**src/rtl/fpnew_pkg.sv**
```systemverilog
// Shared FP unit definitions: pipeline placement options and the helpers that
// split a pipeline-register budget into input and output stages.
// Ports: none (package).
package fpnew_pkg;

  typedef enum logic [1:0] {
    BEFORE,
    AFTER,
    INSIDE,
    DISTRIBUTED
  } pipe_config_t;

  // Registers placed ahead of the unit for a given placement and budget.
  function automatic int num_inp_regs(pipe_config_t cfg, int n);
    case (cfg)
      BEFORE:      return n;
      DISTRIBUTED: return n / 2;
      default:     return 0;
    endcase
  endfunction

  // Registers placed behind the unit; DISTRIBUTED gives the odd one to the output.
  function automatic int num_out_regs(pipe_config_t cfg, int n);
    case (cfg)
      AFTER, INSIDE: return n;
      DISTRIBUTED:   return (n + 1) / 2;
      default:       return 0;
    endcase
  endfunction

endpackage

```
**src/rtl/fpnew_hs_stage.sv**
```systemverilog
// Purpose: one valid/ready register stage carrying a Width-bit payload.
// Latency: 1 cycle from in_valid_i accept to out_valid_o.
// Backpressure: accepts when empty or when downstream takes the current entry; never while flush_i.
// Ports: clk_i/rst_i/flush_i control; in_* upstream handshake + payload; out_* downstream
//        handshake + payload; load_o pulses when a valid entry is written.
module fpnew_hs_stage #(
  parameter int unsigned Width = 1
) (
  input  logic             clk_i,
  input  logic             rst_i,
  input  logic             flush_i,
  input  logic             in_valid_i,
  output logic             in_ready_o,
  input  logic [Width-1:0] in_data_i,
  output logic             out_valid_o,
  input  logic             out_ready_i,
  output logic [Width-1:0] out_data_o,
  output logic             load_o
);

  logic             valid_q;
  logic [Width-1:0] data_q;

  assign in_ready_o  = (~valid_q | out_ready_i) & ~flush_i;
  assign load_o      = in_valid_i & in_ready_o;
  assign out_valid_o = valid_q;
  assign out_data_o  = data_q;

  always_ff @(posedge clk_i) begin
    if (rst_i) begin
      valid_q <= 1'b0;
      data_q  <= '0;
    end else begin
      if (flush_i)          valid_q <= 1'b0;
      else if (load_o)      valid_q <= 1'b1;
      else if (out_ready_i) valid_q <= 1'b0;
      // Payload only moves on a load, so it stays put while stalled.
      if (load_o) data_q <= in_data_i;
    end
  end

endmodule

```
**src/rtl/fpnew_divsqrt_multi_ctrl.sv**
```systemverilog
// Purpose: sequences lane handshakes into the iterative divsqrt start/done protocol, carrying tag/aux.
// Latency: NUM_INP_REGS cycles accept->start, NUM_OUT_REGS cycles done->out_valid_o.
// Backpressure: out_ready_i low stalls output stages, then HOLD, then start, then input stages.
// Ports: lane side in_valid_i/in_ready_o/in_tag_i/in_aux_i; unit side unit_ready_i/unit_done_i/
//        fsm_start_o/reg_enable_o; result side out_valid_o/out_ready_i/out_tag_o/out_aux_o;
//        flush_i kills all in-flight work; busy_o reports any held operation.
module fpnew_divsqrt_multi_ctrl
  import fpnew_pkg::*;
#(
  parameter int unsigned  NumPipeRegs = 0,
  parameter pipe_config_t PipeConfig  = AFTER,
  parameter int unsigned  TagWidth    = 1,
  parameter int unsigned  AuxWidth    = 1,
  localparam int unsigned EnWidth     = (NumPipeRegs > 0) ? NumPipeRegs : 1
) (
  input  logic                clk_i,
  input  logic                rst_i,
  input  logic                in_valid_i,
  output logic                in_ready_o,
  input  logic [TagWidth-1:0] in_tag_i,
  input  logic [AuxWidth-1:0] in_aux_i,
  input  logic                flush_i,
  input  logic                unit_ready_i,
  input  logic                unit_done_i,
  output logic                fsm_start_o,
  output logic [EnWidth-1:0]  reg_enable_o,
  output logic                out_valid_o,
  input  logic                out_ready_i,
  output logic [TagWidth-1:0] out_tag_o,
  output logic [AuxWidth-1:0] out_aux_o,
  output logic                busy_o
);

  localparam int NumInpRegs = num_inp_regs(PipeConfig, int'(NumPipeRegs));
  localparam int NumOutRegs = num_out_regs(PipeConfig, int'(NumPipeRegs));

  typedef struct packed {
    logic [TagWidth-1:0] tag;
    logic [AuxWidth-1:0] aux;
  } side_t;

  typedef enum logic [1:0] {IDLE, BUSY, HOLD} fsm_state_e;

  fsm_state_e state_q;
  side_t      core_q;

  // Element 0 is the pipe entry, element N the pipe exit; with no stages they coincide.
  logic  inp_valid [0:NumInpRegs];
  logic  inp_ready [0:NumInpRegs];
  side_t inp_data  [0:NumInpRegs];
  logic  out_valid [0:NumOutRegs];
  logic  out_ready [0:NumOutRegs];
  side_t out_data  [0:NumOutRegs];

  logic core_ready;
  logic comp_valid;
  logic comp_accept;

  // ---------------- input pipe ----------------
  assign inp_valid[0] = in_valid_i;
  assign inp_data[0]  = {in_tag_i, in_aux_i};
  assign in_ready_o   = inp_ready[0];

  for (genvar i = 0; i < NumInpRegs; i++) begin : gen_inp
    fpnew_hs_stage #(.Width($bits(side_t))) u_stage (
      .clk_i       (clk_i),
      .rst_i       (rst_i),
      .flush_i     (flush_i),
      .in_valid_i  (inp_valid[i]),
      .in_ready_o  (inp_ready[i]),
      .in_data_i   (inp_data[i]),
      .out_valid_o (inp_valid[i+1]),
      .out_ready_i (inp_ready[i+1]),
      .out_data_o  (inp_data[i+1]),
      .load_o      (reg_enable_o[i])
    );
  end

  // ---------------- core handoff ----------------
  assign core_ready               = (state_q == IDLE) & unit_ready_i & ~flush_i;
  assign inp_ready[NumInpRegs]    = core_ready;
  assign fsm_start_o              = inp_valid[NumInpRegs] & core_ready;

  // A completion is offered in the done cycle itself and for as long as it is held.
  assign comp_valid  = (((state_q == BUSY) & unit_done_i) | (state_q == HOLD)) & ~flush_i;
  assign comp_accept = comp_valid & out_ready[0];

  always_ff @(posedge clk_i) begin
    if (rst_i) begin
      state_q <= IDLE;
      core_q  <= '0;
    end else if (flush_i) begin
      state_q <= IDLE;
    end else begin
      case (state_q)
        IDLE: if (fsm_start_o) begin
          state_q <= BUSY;
          core_q  <= inp_data[NumInpRegs];
        end
        BUSY: if (unit_done_i) state_q <= comp_accept ? IDLE : HOLD;
        HOLD: if (comp_accept) state_q <= IDLE;
        default: state_q <= IDLE;
      endcase
    end
  end

  // ---------------- output pipe ----------------
  assign out_valid[0]          = comp_valid;
  assign out_data[0]           = core_q;
  assign out_ready[NumOutRegs] = out_ready_i;
  assign out_valid_o           = out_valid[NumOutRegs];
  assign out_tag_o             = out_data[NumOutRegs].tag;
  assign out_aux_o             = out_data[NumOutRegs].aux;

  for (genvar i = 0; i < NumOutRegs; i++) begin : gen_out
    fpnew_hs_stage #(.Width($bits(side_t))) u_stage (
      .clk_i       (clk_i),
      .rst_i       (rst_i),
      .flush_i     (flush_i),
      .in_valid_i  (out_valid[i]),
      .in_ready_o  (out_ready[i]),
      .in_data_i   (out_data[i]),
      .out_valid_o (out_valid[i+1]),
      .out_ready_i (out_ready[i+1]),
      .out_data_o  (out_data[i+1]),
      .load_o      (reg_enable_o[NumInpRegs+i])
    );
  end

  if (NumPipeRegs == 0) begin : gen_no_regs
    assign reg_enable_o = '0;
  end

  always_comb begin
    busy_o = (state_q != IDLE);
    for (int i = 1; i <= NumInpRegs; i++) busy_o = busy_o | inp_valid[i];
    for (int i = 1; i <= NumOutRegs; i++) busy_o = busy_o | out_valid[i];
  end

`ifndef SYNTHESIS
  // The unit must only report completion for the operation it was started on.
  done_only_when_busy: assert property (
    @(posedge clk_i) disable iff (rst_i) unit_done_i |-> (state_q == BUSY)
  );
`endif

endmodule

```
**config.mk**
```make
export PLATFORM = sky130hd
export DESIGN_NAME = fpnew_divsqrt_multi_ctrl
export DESIGN_NICKNAME = d
export VERILOG_FILES = /design/src/rtl/fpnew_pkg.sv /design/src/rtl/fpnew_hs_stage.sv /design/src/rtl/fpnew_divsqrt_multi_ctrl.sv
export SDC_FILE = /design/constraint.sdc
export NUM_CORES = 1
export LEC_CHECK = 0
export CORE_AREA = 2 2 39 41
export DETAILED_ROUTE_END_ITERATION = 10
export DIE_AREA = 0 0 41 43
export HOLD_SLACK_MARGIN = 0.12
export PLACE_DENSITY = 0.47
export SETUP_SLACK_MARGIN = 0.3
export SLEW_MARGIN = 10
export SYNTH_ARGS = -nofsm -noshare
export SYNTH_HDL_FRONTEND = slang
export SYNTH_HIERARCHICAL = 1
export SYNTH_SLANG_ARGS = --single-unit
```
**constraint.sdc**
```tcl
create_clock -name clk_i -period 3.09 [get_ports clk_i]
set_clock_uncertainty 0.05 [all_clocks]
set_input_delay 0.927 -clock clk_i [delete_from_list [all_inputs] [get_ports clk_i]]
set_output_delay 0.927 -clock clk_i [all_outputs]
set_load 0.01 [all_outputs]
```
==> qor.yml <==
power_and_ir_drop:
  power.density_mw_per_mm2: 348
  seqPwrFrac: 0.373
  power.share.switching: 0.207
  clock_power_share: 0.433
  p_switching_mw: 0.0300
  p_leak_nw: 0.173
  ir_drop_v: 0.000141
  power_frac_comb: 0.195
  finalPower_mw: 0.145
  p_int_mw: 0.115
clocking:
  cts_buffer_depth: 2
  clk_latency_ns: 0.23
  clockRootBuffer: "clkbuf_4"
  cts-htree-levels: 1
  cts_tree: "done"
  clk_pin_slew_ns: 0.04
  cts_buffers: 3
  hold_buffers: 0
  cts.sink_count: 4
route:
  drt_iter0_drc: 4
  wl_per_cell_um: 9.61
  ant_nets: 0
  route.detailed.drc: 0
  via_per_inst: 4.05
  drtPass1Iterations: 4
  vias: 239
  wl_um: 567
floorplan:
  die_y_um: 43
  io_pins: 16
  core_area_mm2: 0.00138
  rows: 14
  start_util: 0.156
  die_x_um: 41
  die_area_mm2: 0.00176
sta:
  rsz0062_at_grt: "yes"
  min_period_ns: 2.76
  max_freq_mhz: 363
  min_period_over_period: 0.892
  setup_viol: 0
  hold_violations: 0
  maxSlewViolCount: 0
setup_path:
  max_stage_delay_ns: 0.29
  critPathTopFamily: "simple AND/OR/NAND/NOR gates"
  critPathRequiredTime_ns: 2.11
  arrival_ns: 1.78
  worstSetupPathType: "input port to output pin"
  critPathCaptureType: "output pin"
  slowest_stage: "nor4b_4"
  path_buf_inv: 2
  crit_chain: "dlygate4sd2_1 > nor4b_4 > and2_4 > buf_6"
  start_kind: "input port"
  crit_path_max_fanout: 4
synthesis:
  ys_ff_latch: 4
  yosysTopAreaCell: "dfxtp_1"
  synthXorXnorAreaFrac: 0
  yosysWarnings: 6
  synth-compound-area-share: 0.0698
  synthDominantCellAreaShare: 0.372
  synth_fa_ha_area_frac: 0
  yosysUniqueCellTypes: 15
  synth_area_leaders: "dfxtp_1 (37%), nor4b_4 (11%), nand4b_1 (8.1%)"
  synthMuxAreaShare: 0.0465
  synth-simple-area-share: 0.459
  avgSynthCellArea_um2: 9.78
  synthCells: 22
  syn-cell-area_um2: 215
  synth_fp_nets: 31
  synth_top_family_by_area: "simple AND/OR/NAND/NOR gates"
  yosysSeqAreaShare: 0.372
global_route:
  grt_max_degree: 7
  antenna_found_initial: 0
  grt_usage: 0.0711
  grt_pass1_wl_um: 814
  grt_overflow: 0
  grt_pass1_vias: 211
layout:
  utilization: 0.301
  final_cells: 59
  multi_input_area_um2: 129
  antennaDiodeCount: 0
  register_area_um2: 80.1
  drive_gt1_frac: 0.326
  num-nets-final: 54
  syn2layout_area_growth_pct: 93.6
  fill_cells: 149
place:
  placed_cells: 53
  place.port_buffers: 14
  place_hpwl_um: 435
  globalplace.congestion: 0.635
min_path:
  hold_path.class: "register to register"
run_status:
  status: "finished clean"
job:
  max-cap-violations: 0
-- per-stage QoR --
step | cell area (um^2) | setup TNS (ns) | hold slack (ns) | setup WS (ns)
floorplan | 215 | 0 | 0.442 | 0.609
global placement | 383 | -0.732 | 0.430 | -0.338
detailed placement | 383 | -0.780 | 0.421 | -0.367
CTS | 414 | 0 | 0.430 | 0.275
global route | 417 | 0 | 0.443 | 0.295
finish | 417 | 0 | 0.424 | 0.332
-- sequential cells by signal, indices dropped and copies added, names as in the netlist --
name,flops
out_aux_o,1
state_q,2
out_tag_o,1
-- cells by family after synthesis --
logic type	after synthesis
and+or+nand+nor	12
AOI/OAI and AO/OA	3
DFF	4
buffers and inverters	1
muxes	1
other	1
-- power by group through the flow --
| stage | clock [mW] | combinational (mW) | sequential [mW] |
|---|---|---|---|
| 6_report | 0.0628 | 0.0282 | 0.0540 |
| 5_1_grt | 0.0708 | 0.0302 | 0.0541 |
| 4_1_cts | 0.0662 | 0.0278 | 0.0541 |
| 3_5_place_dp | 0 | 0.0270 | 0.0548 |
| 3_3_place_gp | 0 | 0.0270 | 0.0548 |
| 2_1_floorplan | 0 | 0.00773 | 0.0551 |
-- layout make-up --
type                    instances  area share
flip-flops and latches          4       0.192
clock buffers                   3      0.0541
repair buffers                 19       0.396
well taps                      16      0.0480
multi-input cells              17       0.309
-- cells in the mapped netlist (all sizes together) --
cell    n
or2     1
mux2i   1
nand2b  2
buf     1
nor2b   2
o21ai   2
nor4    1
nand4b  2
nor4b   2
a21oi   1
dfxtp   4
conb    1
and2    1
nand2   1
-- final timing paths --
check	start	endpoint	slack, ns	cells past startpoint
setup / recovery	flush_i	fsm_start_o	0.33	4
hold / removal	out_aux_o	out_aux_o	0.42	2
setup reg to reg	state_q[1]	state_q[0]	1.78	5
hold reg to reg	out_aux_o	out_aux_o	0.42	2
-- layer usage --
layer | vias up | GRT usage | wire length, um
met1 | 103 | 0.0831 | 257
met4 | 0 | 0.0600 | 0
li1 | 121 | - | -
met5 | - | 0 | 0
met2 | 15 | 0.0875 | 219
met3 | 0 | 0.0419 | 89
-- repair_timing --
action	CTS	global route
setup endpoints to repair	3	2
pin swaps	2	2
resized for setup	15	1
buffers inserted	2	1
-- cells in the final DEF, fill, tap and decap left out, drive strengths merged --
cell type and instances:
nor4b 2, or2 1, buf 7, clkbuf 4, and2 1, nor2b 2
conb 1, dfxtp 4, mux2i 1, nand2b 2, a21oi 1, dlygate4sd2 3
nand2 1, nor4 1, o21ai 2, clkdlybuf4s50 8, nand4b 2
-- worst register-to-register path, cell delays in order (launching register included) --
cell and delay, ns:
dfxtp_1 0.35, nor4b_4 0.36, buf_4 0.16, buf_4 0.10, a21oi_1 0.06, nor4_1 0.14
No activity file was read; power rests on OpenSTA's default activity.
